$ cat src/rtl/servo_pwm_generator_if.sv
// Position request channel for the servo PWM generator (valid/ready).
interface servo_pwm_generator_if;
    logic [7:0] pos_data;
    logic       pos_valid;
    logic       pos_ready;

    modport master (output pos_data, output pos_valid, input pos_ready);
    modport slave  (input pos_data, input pos_valid, output pos_ready);
endinterface

$ cat src/rtl/servo_pwm_generator.sv
// Servo PWM frame generator. The divided clock is sampled as data and
// edge-detected into a one-cycle tick; all frame timing counts ticks.
// A one-entry shadow register takes new positions, which are applied only
// at frame start so the running frame is never disturbed.
module servo_pwm_generator #(
    parameter int PERIOD_TICKS    = 2558,
    parameter int MIN_PULSE_TICKS = 128,
    parameter int MAX_PULSE_TICKS = 256,
    parameter int CNT_W           = 12
) (
    input  logic                   clock,
    input  logic                   reset,
    input  logic                   clockdivided,
    servo_pwm_generator_if.slave   pos,
    output logic                   pwm_out,
    output logic                   frame_start,
    output logic                   active
);

    localparam logic [1:0] ST_IDLE = 2'd0;
    localparam logic [1:0] ST_HIGH = 2'd1;
    localparam logic [1:0] ST_LOW  = 2'd2;

    localparam logic [CNT_W:0]   MIN_EXT  = (CNT_W+1)'(MIN_PULSE_TICKS);
    localparam logic [CNT_W:0]   MAX_EXT  = (CNT_W+1)'(MAX_PULSE_TICKS);
    localparam logic [CNT_W-1:0] PERIOD_C = CNT_W'(PERIOD_TICKS);
    localparam logic [CNT_W-1:0] ONE_C    = CNT_W'(1);

    logic [1:0]       state_q, state_d;
    logic [CNT_W-1:0] period_cnt_q, period_cnt_d;
    logic [CNT_W-1:0] pulse_len_q, pulse_len_d;
    logic [7:0]       shadow_q, shadow_d;
    logic             shadow_full_q, shadow_full_d;
    logic             clk_d_q, clk_d_d;
    logic             pwm_q, pwm_d;
    logic             frame_start_q, frame_start_d;
    logic             active_q, active_d;

    logic             tick;
    logic             accept;
    logic             consume;
    logic [CNT_W:0]   pulse_sum;
    logic [CNT_W:0]   pulse_clamped;

    assign tick          = clockdivided & ~clk_d_q;
    assign accept        = pos.pos_valid & ~shadow_full_q;
    assign pos.pos_ready = ~shadow_full_q;
    assign pwm_out       = pwm_q;
    assign frame_start   = frame_start_q;
    assign active        = active_q;

    // Map shadowed position to a pulse width, widened so the sum cannot wrap.
    always_comb begin
        pulse_sum     = MIN_EXT + (CNT_W+1)'(shadow_q);
        pulse_clamped = (pulse_sum > MAX_EXT) ? MAX_EXT : pulse_sum;
    end

    // Shadow register: fill on accept, drain when a frame start consumes it.
    // Accept needs an empty shadow and consume a full one, so they never collide.
    always_comb begin
        clk_d_d       = clockdivided;
        shadow_d      = accept ? pos.pos_data : shadow_q;
        shadow_full_d = accept | (shadow_full_q & ~consume);
    end

    // Frame FSM. period_cnt holds the number of ticks elapsed in the frame,
    // counting the start tick as 1, so the pulse ends after pulse_len ticks
    // and the frame restarts after PERIOD_TICKS ticks.
    always_comb begin
        state_d       = state_q;
        period_cnt_d  = period_cnt_q;
        pulse_len_d   = pulse_len_q;
        pwm_d         = pwm_q;
        active_d      = active_q;
        frame_start_d = 1'b0;
        consume       = 1'b0;
        case (state_q)
            ST_IDLE: begin
                period_cnt_d = '0;
                pwm_d        = 1'b0;
                if (tick && shadow_full_q) begin
                    pulse_len_d   = pulse_clamped[CNT_W-1:0];
                    consume       = 1'b1;
                    active_d      = 1'b1;
                    frame_start_d = 1'b1;
                    pwm_d         = 1'b1;
                    period_cnt_d  = ONE_C;
                    state_d       = ST_HIGH;
                end
            end
            ST_HIGH: begin
                if (tick) begin
                    period_cnt_d = period_cnt_q + ONE_C;
                    if (period_cnt_q == pulse_len_q) begin
                        pwm_d   = 1'b0;
                        state_d = ST_LOW;
                    end
                end
            end
            ST_LOW: begin
                if (tick) begin
                    if (period_cnt_q == PERIOD_C) begin
                        if (shadow_full_q) begin
                            pulse_len_d = pulse_clamped[CNT_W-1:0];
                            consume     = 1'b1;
                            active_d    = 1'b1;
                        end
                        frame_start_d = 1'b1;
                        pwm_d         = 1'b1;
                        period_cnt_d  = ONE_C;
                        state_d       = ST_HIGH;
                    end else begin
                        period_cnt_d = period_cnt_q + ONE_C;
                    end
                end
            end
            default: begin
                state_d      = ST_IDLE;
                pwm_d        = 1'b0;
                period_cnt_d = '0;
            end
        endcase
    end

    // State registers; clk_d resets high so a divided clock already high at
    // reset release does not produce a spurious tick.
    always_ff @(posedge clock or posedge reset) begin
        if (reset) begin
            state_q       <= ST_IDLE;
            period_cnt_q  <= '0;
            pulse_len_q   <= '0;
            shadow_q      <= '0;
            shadow_full_q <= 1'b0;
            clk_d_q       <= 1'b1;
            pwm_q         <= 1'b0;
            frame_start_q <= 1'b0;
            active_q      <= 1'b0;
        end else begin
            state_q       <= state_d;
            period_cnt_q  <= period_cnt_d;
            pulse_len_q   <= pulse_len_d;
            shadow_q      <= shadow_d;
            shadow_full_q <= shadow_full_d;
            clk_d_q       <= clk_d_d;
            pwm_q         <= pwm_d;
            frame_start_q <= frame_start_d;
            active_q      <= active_d;
        end
    end

endmodule

$ cat src/flat_wrapper.sv
// flat-port wrapper written by rule: the top's interface ports become plain ports
module servo_pwm_generator_flat 
#(
    parameter int PERIOD_TICKS    = 2558,
    parameter int MIN_PULSE_TICKS = 128,
    parameter int MAX_PULSE_TICKS = 256,
    parameter int CNT_W           = 12
)
  (clock, reset, clockdivided, pwm_out, frame_start, active, pos_pos_data, pos_pos_valid, pos_pos_ready);
  servo_pwm_generator_if pos_i ();
  input  logic clock;
  input  logic reset;
  input  logic clockdivided;
  output logic pwm_out;
  output logic frame_start;
  output logic active;
  input wire logic [$bits(pos_i.pos_data)-1:0] pos_pos_data;
  input wire logic [$bits(pos_i.pos_valid)-1:0] pos_pos_valid;
  output wire logic [$bits(pos_i.pos_ready)-1:0] pos_pos_ready;
  assign pos_i.pos_data = pos_pos_data;
  assign pos_i.pos_valid = pos_pos_valid;
  assign pos_pos_ready = pos_i.pos_ready;
  servo_pwm_generator #(.PERIOD_TICKS(PERIOD_TICKS), .MIN_PULSE_TICKS(MIN_PULSE_TICKS), .MAX_PULSE_TICKS(MAX_PULSE_TICKS), .CNT_W(CNT_W)) u_core (.clock(clock), .reset(reset), .clockdivided(clockdivided), .pos(pos_i), .pwm_out(pwm_out), .frame_start(frame_start), .active(active));
endmodule
$ cat config.mk
export PLATFORM = sky130hd
export DESIGN_NAME = servo_pwm_generator_flat
export DESIGN_NICKNAME = d
export VERILOG_FILES = /design/src/rtl/servo_pwm_generator_if.sv /design/src/rtl/servo_pwm_generator.sv /design/src/flat_wrapper.sv
export SDC_FILE = /design/constraint.sdc
export NUM_CORES = 1
export LEC_CHECK = 0
export BUFFER_PORTS_ARGS = -buffer_cell sky130_fd_sc_hd__buf_2
export CELL_PAD_IN_SITES_DETAIL_PLACEMENT = 0
export CELL_PAD_IN_SITES_GLOBAL_PLACEMENT = 1
export CORE_MARGIN = 3
export CORE_UTILIZATION = 43
export CTS_CLUSTER_SIZE = 30
export DETAILED_ROUTE_END_ITERATION = 16
export PLACE_DENSITY = 0.81
export SLEW_MARGIN = 10
export SYNTH_ARGS = -nofsm -noshare
export SYNTH_HDL_FRONTEND = slang
export SYNTH_SLANG_ARGS = --single-unit
$ cat constraint.sdc
create_clock -name clock -period 1.8 [get_ports clock]
set_clock_uncertainty 0.05 [all_clocks]
set_input_delay 0.09 -clock clock [delete_from_list [all_inputs] [get_ports clock]]
set_output_delay 0.09 -clock clock [all_outputs]
set_load 0.05 [all_outputs]
==> results of run 1 <==
[worst reg2reg max path, stage by stage (launching register included)]
cell,delay (ps)
dfrtp_1,390
or4b_1,530
or4_4,490
a21oi_4,230
nor2_1,80
[kinds of logic (layout without fill, tap and decap cells)]
logic type               after synthesis  count (layout)  synth area share
buffers and inverters                 14              64            0.0431
AO/OA/AOI/OAI                         31              32             0.124
adder cells (fa/ha/maj)                2               2            0.0131
flip-flops                            36              36             0.471
AND/OR/NAND/NOR                       50              50             0.159
XOR/XNOR                              17              17            0.0777
multiplexers                          18              18             0.112
[power groups by stage]
stage / clock network, uW / registers [uW] / logic (uW)
after global placement: 0 / 1270 / 1110
after floorplan: 0 / 1330 / 793
final: 714 / 1270 / 1240
after CTS: 724 / 1270 / 1190
after global routing: 774 / 1310 / 1350
after detailed placement: 0 / 1290 / 1150
[path summary, 6_finish.rpt]
path,to,cells after the start
worst max-delay path,u_core.period_cnt_q[6],4
worst min-delay path,u_core.clk_d_q,1
worst max register to register,u_core.period_cnt_q[6],4
worst min register to register,u_core.active,1
max in group asynchronous,u_core.clk_d_q,4
min in group asynchronous,u_core.shadow_q[2],4
[per-layer routing]
| layer | part of all wire | vias up | wire length (um) |
|---|---|---|---|
| li1 | - | 705 | - |
| met1 | 0.42 | 729 | 1750 |
| met2 | 0.51 | 43 | 2130 |
| met3 | 0.049 | 12 | 203 |
| met4 | 0.023 | 0 | 95 |
| met5 | 0 | - | 0 |
[what timing repair did]
action	4_1_cts	5_1_grt
hold buffers	9	1
gates cloned	1	0
pin swaps	3	6
resized for setup	1	9
setup buffers	2	0
setup endpoints to repair	16	25
hold endpoints to repair	44	2
[area by class of cell]
class                   count  area (um^2)
well taps                  50         62.6
multi-input cells         119          991
clock inverters             3         42.5
repair buffers             50          375
clock buffers               5         68.8
flip-flops and latches     36          902
inverters                   6         22.5
fillers                   358         1680
[synthesized netlist by cell type (all sizes together), types with 5 or more instances]
| master | count | share of area |
|---|---|---|
| a211oi | 6 | 0.023 |
| a21oi | 7 | 0.024 |
| buf | 5 | 0.025 |
| dfrtp | 35 | 0.46 |
| inv | 6 | 0.012 |
| mux2 | 16 | 0.10 |
| nand2 | 8 | 0.016 |
| nor2 | 10 | 0.020 |
| nor2b | 6 | 0.020 |
| xnor2 | 11 | 0.050 |
| xor2 | 6 | 0.027 |
[state kept, by name (all words and copies together) (netlist names)]
name / count
u_core.period_cnt_q: 12
u_core.clk_d_q: 1
u_core.active: 1
u_core.state_q: 2
u_core.shadow_full_q: 1
u_core.pulse_len_q: 9
u_core.pwm_out: 1
u_core.frame_start: 1
u_core.shadow_q: 8
[metrics by stage]
stage               setup TNS (ps)  hold slack, ps  power [uW]  instances  instance area (um^2)
floorplan                    -10.9            44.5        2120        168                  1920
global placement              -606             155        2370        248                  2180
detailed placement            -963             169        2440        248                  2180
CTS                          -1070            -136        3190        268                  2410
global route                 -1890            -143        3440        269                  2460
finish                        -692            -131        3220        269                  2460
==> summary.md, run 1 <==
| Metric | Value |
|---|---|
| Maxcap violations | 0 |
| Clock latency on the worst-skew pair | 290 ps |
| Post-synth cell types | 47 |
| EDFF count, synth | 0 |
| Crit path required time | about 1900 ps |
| Register bit count reported by yosys | 36 |
| Core Rows | 23 |
| Fraction of layout cells with a size suffix above 1 | 0.406 |
| Initial antenna violation count | 0 |
| I/O Pins | 16 |
| Tmin final | approximately 1900 ps |
| Worst path slowest cell | or4b_1 |
| Fin nets | roughly 230 |
| Via count | between 1k and 1.5k |
| Measured slew at the worst slew-check pin | 576 ps |
| Max-slew headroom | 0.615 |
| Cts bufs inserted | 5 |
| Endpoint class of the critical path | flop |
| Share of power burned in registers | 0.395 |
| CTS tree | yes |
| Pint | roughly 2100 uW |
| Crit-path cells | or4b_1, or4_4, a21oi_4, nor2_1 |
| Remaining routing DRC violations | 0 |
| Worst setup margin | -77.8 ps |
| DIE HEIGHT | approximately 73 um |
| Top Family by Delay on Critical Path | simple AND/OR/NAND/NOR gates |
| Register area share after synthesis | 0.471 |
| Final period utilization | 1.04 |
| Area Growth Syn to Fin | 28.6% |
| H-tree levels | 2 |
| DRT antenna net count | 0 |
| Overflow after GRT | 0 |
| Initial Util | 0.463 |
| Clk pwr share | 0.221 |
| Clk Tree Root Cell | clkbuf_8 |
| Cells after Synth | ~170 |
| Top Usage Layer GRT | met2 |
| Die W | 72.8 um |
| PD cells | around 1300 nW/um^2 |
| Met3 Use GR | 0.0523 |
| Worst Path Arrival | approximately 2000 ps |
| Number of global-route vias before repair | about 1.5k |
| Setup violators final | 13 |
| Hpwl dp | 3.01 mm |
| RSZ-0062 raised after global routing | yes |
| Buffers & Inverters on Critical Path | 0 |
| Flop-to-flop setup slack | -80 ps |
| Worst Setup SP | u_core.period_cnt_q[9] |
| Core ar. | ~4100 um^2 |
| Count of final hold-check violations | 1 |
| Max Slew Vio Count | 0 |
| Peak VDD IR | 791 uV |
| Mapped cell area | 1920 um^2 |
| Drt total wl | 4.18 mm |
| RD Place Congestion | 0.941 |
| Drt initial violations | between 80 and 90 |
| Worst hold start | clockdivided |
| Grt met2 use | 0.288 |
| Syn avg cell area | roughly 11 um^2 |
| Final Util | 0.595 |
| Largest net degree at the start of global routing | 37 |
| Post-synth ARST share | 1.00 |
| Worst reg2reg path startpoint | u_core.period_cnt_q[9] |
| Commonest non-fill, non-tap cell in the layout | dfrtp_1 |
| Fmax | ~530 MHz |
| Grt met1 use | 0.224 |
| Sw Pwr | ~1100 uW |
| CP peak stage delay | about 530 ps |
| Sink Count | 36 |
| CTS Buffer Depth | 2 |
| Startpoint types | flop |
| Yosys warns | 0 |
| First-pass GRT wire length | 7.18 mm |
| Most frequent cells in the layout | dfrtp_1, buf_4, buf_2 |
| Status | finished, violations left |
| Critical path class | reg2reg |
| WL/cell | 15.5 um |
| Number of vias per cell | 5.54 |
| Syn Nets | between 150 and 200 |
| Worst min path class | in2reg |
| Port bufs | 15 |
| Clk pin slew, worst setup/hold paths | roughly 70 ps |
| Die Area | between 5000 and 6000 um^2 |
| Net Sw Frac | 0.348 |
| WHS | -131 ps |
| Combinational group share of total power | 0.384 |
| Failing checks | hold timing, setup timing |
| Total GRT Usage | 0.179 |
| DR pass1 iterations | 4 |
| Crit path max fanout | 5 |
| Ant diodes | 0 |
| P_leak | between 0.001 and 0.0015 uW |
| Post-place setup slack | -117 ps |
| Primary FF master, synth | dfrtp_1 |
Power figures use the tool's default switching activity.
==> run 2, diff against run 1 <==
--- a/config.mk
+++ b/config.mk
@@ -8,10 +8,11 @@
 export BUFFER_PORTS_ARGS = -buffer_cell sky130_fd_sc_hd__buf_2
 export CELL_PAD_IN_SITES_DETAIL_PLACEMENT = 0
 export CELL_PAD_IN_SITES_GLOBAL_PLACEMENT = 1
-export CORE_MARGIN = 3
+export CORE_MARGIN = 2
 export CORE_UTILIZATION = 43
 export CTS_CLUSTER_SIZE = 30
 export DETAILED_ROUTE_END_ITERATION = 16
+export MAX_ROUTING_LAYER = met4
 export PLACE_DENSITY = 0.81
 export SLEW_MARGIN = 10
 export SYNTH_ARGS = -nofsm -noshare
==> run 2 against run 1 <==
Compared with the run above: the run still ends with hold timing, setup timing left; sequential power barely moved; first-iteration DRC count is 25% lower; critical path type unchanged; worst setup slack gained 2.3 ps; power grew 2.0%; final area rose by 0.15%; maximum frequency is 0.12% higher; combinational power increased by 5%; cell count decreased by 0.37%; count of clock-buffer cells in the layout unchanged; critical endpoint is now u_core.period_cnt_q[4]; register-to-register slack is essentially flat; die area fell by 5.4%.
==> summary.md, run 2 (synthesis gave the netlist of run 1 again) <==
| Metric | Value |
|---|---|
| Fmax | 533 MHz (+0.12%) |
| DP Cell Count | 249 (+0.40%) |
| Biggest regs | u_core.period_cnt_q x12, u_core.pulse_len_q x9, u_core.shadow_q x8 |
| First-pass GRT wire length | 6.69 mm (-6.9%) |
| Buffers & Inverters on Critical Path | 0 (unchanged) |
| Register with the most flip-flops | u_core.period_cnt_q |
| Count of final hold-check violations | 1 (unchanged) |
| Initial Util | 0.443 (-0.0193) |
| Setup violators final | 13 (unchanged) |
| Measured slew at the worst slew-check pin | 593 ps (+17.4 ps) |
| H-tree levels | 2 (unchanged) |
| DRT antenna net count | 0 (unchanged) |
| DIE HEIGHT | 70.8 um (-2.7%) |
| Worst reg2reg path startpoint | u_core.period_cnt_q[9] |
| Crit path max fanout | 5 (unchanged) |
| Critical path class | reg2reg |
| Worst setup margin | -75.5 ps (+2.34 ps) |
| Final Util | 0.571 (-0.0239) |
| Net Sw Frac | 0.352 (+0.00397) |
| Fin nets | 229 (-1.3%) |
| Drt initial violations | 66 (-25%) |
| Number of global-route vias before repair | 1412 (-6.7%) |
| Drt total wl | 3.92 mm (-6.3%) |
| I/O Pins | 16 (unchanged) |
| Worst flop-to-flop path endpoint | u_core.period_cnt_q[4] |
| Core ar. | 4320 um^2 (+4.3%) |
| Failing checks | hold timing, setup timing |
| WP depth | 4 (unchanged) |
| Clk Tree Root Cell | clkbuf_8 |
| Layout filler cell count | 394 (+10%) |
| Max Slew Vio Count | 0 (unchanged) |
| Pint | 2130 uW (+1.3%) |
| Tmin final | 1880 ps (-2.34 ps) |
| Fraction of layout cells with a size suffix above 1 | 0.407 (+0.00101) |
| RD Place Congestion | 0.876 (-7.0%) |
| Max-slew headroom | 0.603 (-0.0116) |
| Area Growth Syn to Fin | 28.8% |
| Worst min path class | in2reg |
| Overflow after GRT | 0 (unchanged) |
| CP peak stage delay | 540 ps (about the same) |
| Flop-to-flop setup slack | -80 ps (about the same) |
| Worst Setup SP | u_core.period_cnt_q[9] |
| Startpoint types | flop |
| Worst Path Arrival | 2000 ps (about the same) |
| Crit path required time | 1930 ps (about the same) |
| Largest net degree at the start of global routing | 37 (unchanged) |
| Die W | 70.8 um (-2.7%) |
| RSZ-0062 raised after global routing | yes |
| Total GRT Usage | 0.178 (-0.000718) |
| Ant diodes | 0 (unchanged) |
| Port bufs | 15 (unchanged) |
| Via count | 1431 (-3.9%) |
| Worst path slowest cell | or4b_4 |
| Peak VDD IR | 722 uV (-8.8%) |
| Sink Count | 36 (unchanged) |
| DR pass1 iterations | 4 (unchanged) |
| CTS tree | yes |
| Worst Setup EP | u_core.period_cnt_q[4] |
| PD cells | 1330 nW/um^2 (+1.8%) |
| Max reg flops | 12 (unchanged) |
| WHS | -137 ps (-6.67 ps) |
| P_leak | 0.00108 uW (-0.70%) |
| Cts bufs inserted | 5 (unchanged) |
| Final period utilization | 1.04 (-0.00130) |
| Combinational group share of total power | 0.394 (+0.010) |
| Post-Layout Cell Count | 268 (-0.37%) |
| Share of power burned in registers | 0.392 (-0.003) |
| CTS Buffer Depth | 2 (unchanged) |
| Sw Pwr | 1160 uW (+3.1%) |
| R2R cell count | 4 (unchanged) |
| Commonest non-fill, non-tap cell in the layout | dfrtp_1 |
| Maxcap violations | 0 (unchanged) |
| Hold buffers post-CTS | 10 (+1) |
| WL/cell | 14.6 um (-5.9%) |
| Status | finished, violations left |
| Endpoint class of the critical path | flop |
| Clk pwr share | 0.214 (-0.007) |
| Number of vias per cell | 5.34 (-3.5%) |
| Core Rows | 24 (+4.3%) |
| Most frequent cells in the layout | dfrtp_1, buf_4, buf_2 |
| Clk pin slew, worst setup/hold paths | 70 ps (about the same) |
| Remaining routing DRC violations | 0 (unchanged) |
| Initial antenna violation count | 0 (unchanged) |
| Crit-path cells | or4b_4, or4_4, a21oi_4, nor2_1 |
| Top Family by Delay on Critical Path | simple AND/OR/NAND/NOR gates |
| Die Area | 5010 um^2 (-5.4%) |
| Hpwl dp | 2.80 mm (-7.1%) |
| Clock latency on the worst-skew pair | 290 ps (about the same) |
## run 2: worst min path at each step
stage / from / endpoint / slack, ps / cells after the start
after global placement: reset / u_core.shadow_full_q / 160 / 3
after floorplan: clockdivided / u_core.clk_d_q / 40 / 0
after CTS: clockdivided / u_core.clk_d_q / -150 / 1
final: clockdivided / u_core.clk_d_q / -140 / 1
after global routing: clockdivided / u_core.clk_d_q / -150 / 1
after detailed placement: clockdivided / u_core.clk_d_q / 170 / 1
## run 2: through the flow
step / total power [uW] / setup TNS (ps) / hold WS (ps) / setup slack (ps) / area [um^2]
3_5_place_dp: 2430 / -885 / 166 / -104 / 2170
6_report: 3290 / -655 / -137 / -75.5 / 2470
5_1_grt: 3500 / -1470 / -154 / -127 / 2470
2_1_floorplan: 2120 / -10.9 / 44.5 / -1.81 / 1920
4_1_cts: 3190 / -746 / -149 / -92.6 / 2410
3_3_place_gp: 2380 / -615 / 158 / -73.9 / 2170
## run 2: power groups by stage
| stage | clock, uW | combinational [uW] | sequential [uW] |
|---|---|---|---|
| 6_report | 703 | 1300 | 1290 |
| 5_1_grt | 757 | 1410 | 1330 |
| 4_1_cts | 723 | 1190 | 1270 |
| 3_5_place_dp | 0 | 1140 | 1290 |
| 3_3_place_gp | 0 | 1100 | 1280 |
| 2_1_floorplan | 0 | 793 | 1330 |
## run 2: area by class of cell
type	count	area, um^2	share of cell area
clock buffer	5	68.8	0.0279
clock inverter	3	42.5	0.0172
inverter	6	22.5	0.00912
multi-input combinational	119	1010	0.411
sequential	36	902	0.365
tap	52	65.1	0.0264
timing repair buffer	47	353	0.143
## run 2: metal layers
layer	track usage	routed length, um	up-vias
li1	-	-	693
met1	0.221	1800	710
met2	0.278	1940	21
met3	0.0442	126	7
met4	0.0755	51	0
met5	-	0	-
## run 2: timing repair
| item | CTS | global route |
|---|---|---|
| gates resized for setup | 3 | 11 |
| endpoints found under the hold margin | 45 | 1 |
| pin swaps | 4 | 4 |
| endpoints found under the setup margin | 13 | 22 |
| cloned | 1 | 0 |
| setup buffers | 0 | 0 |
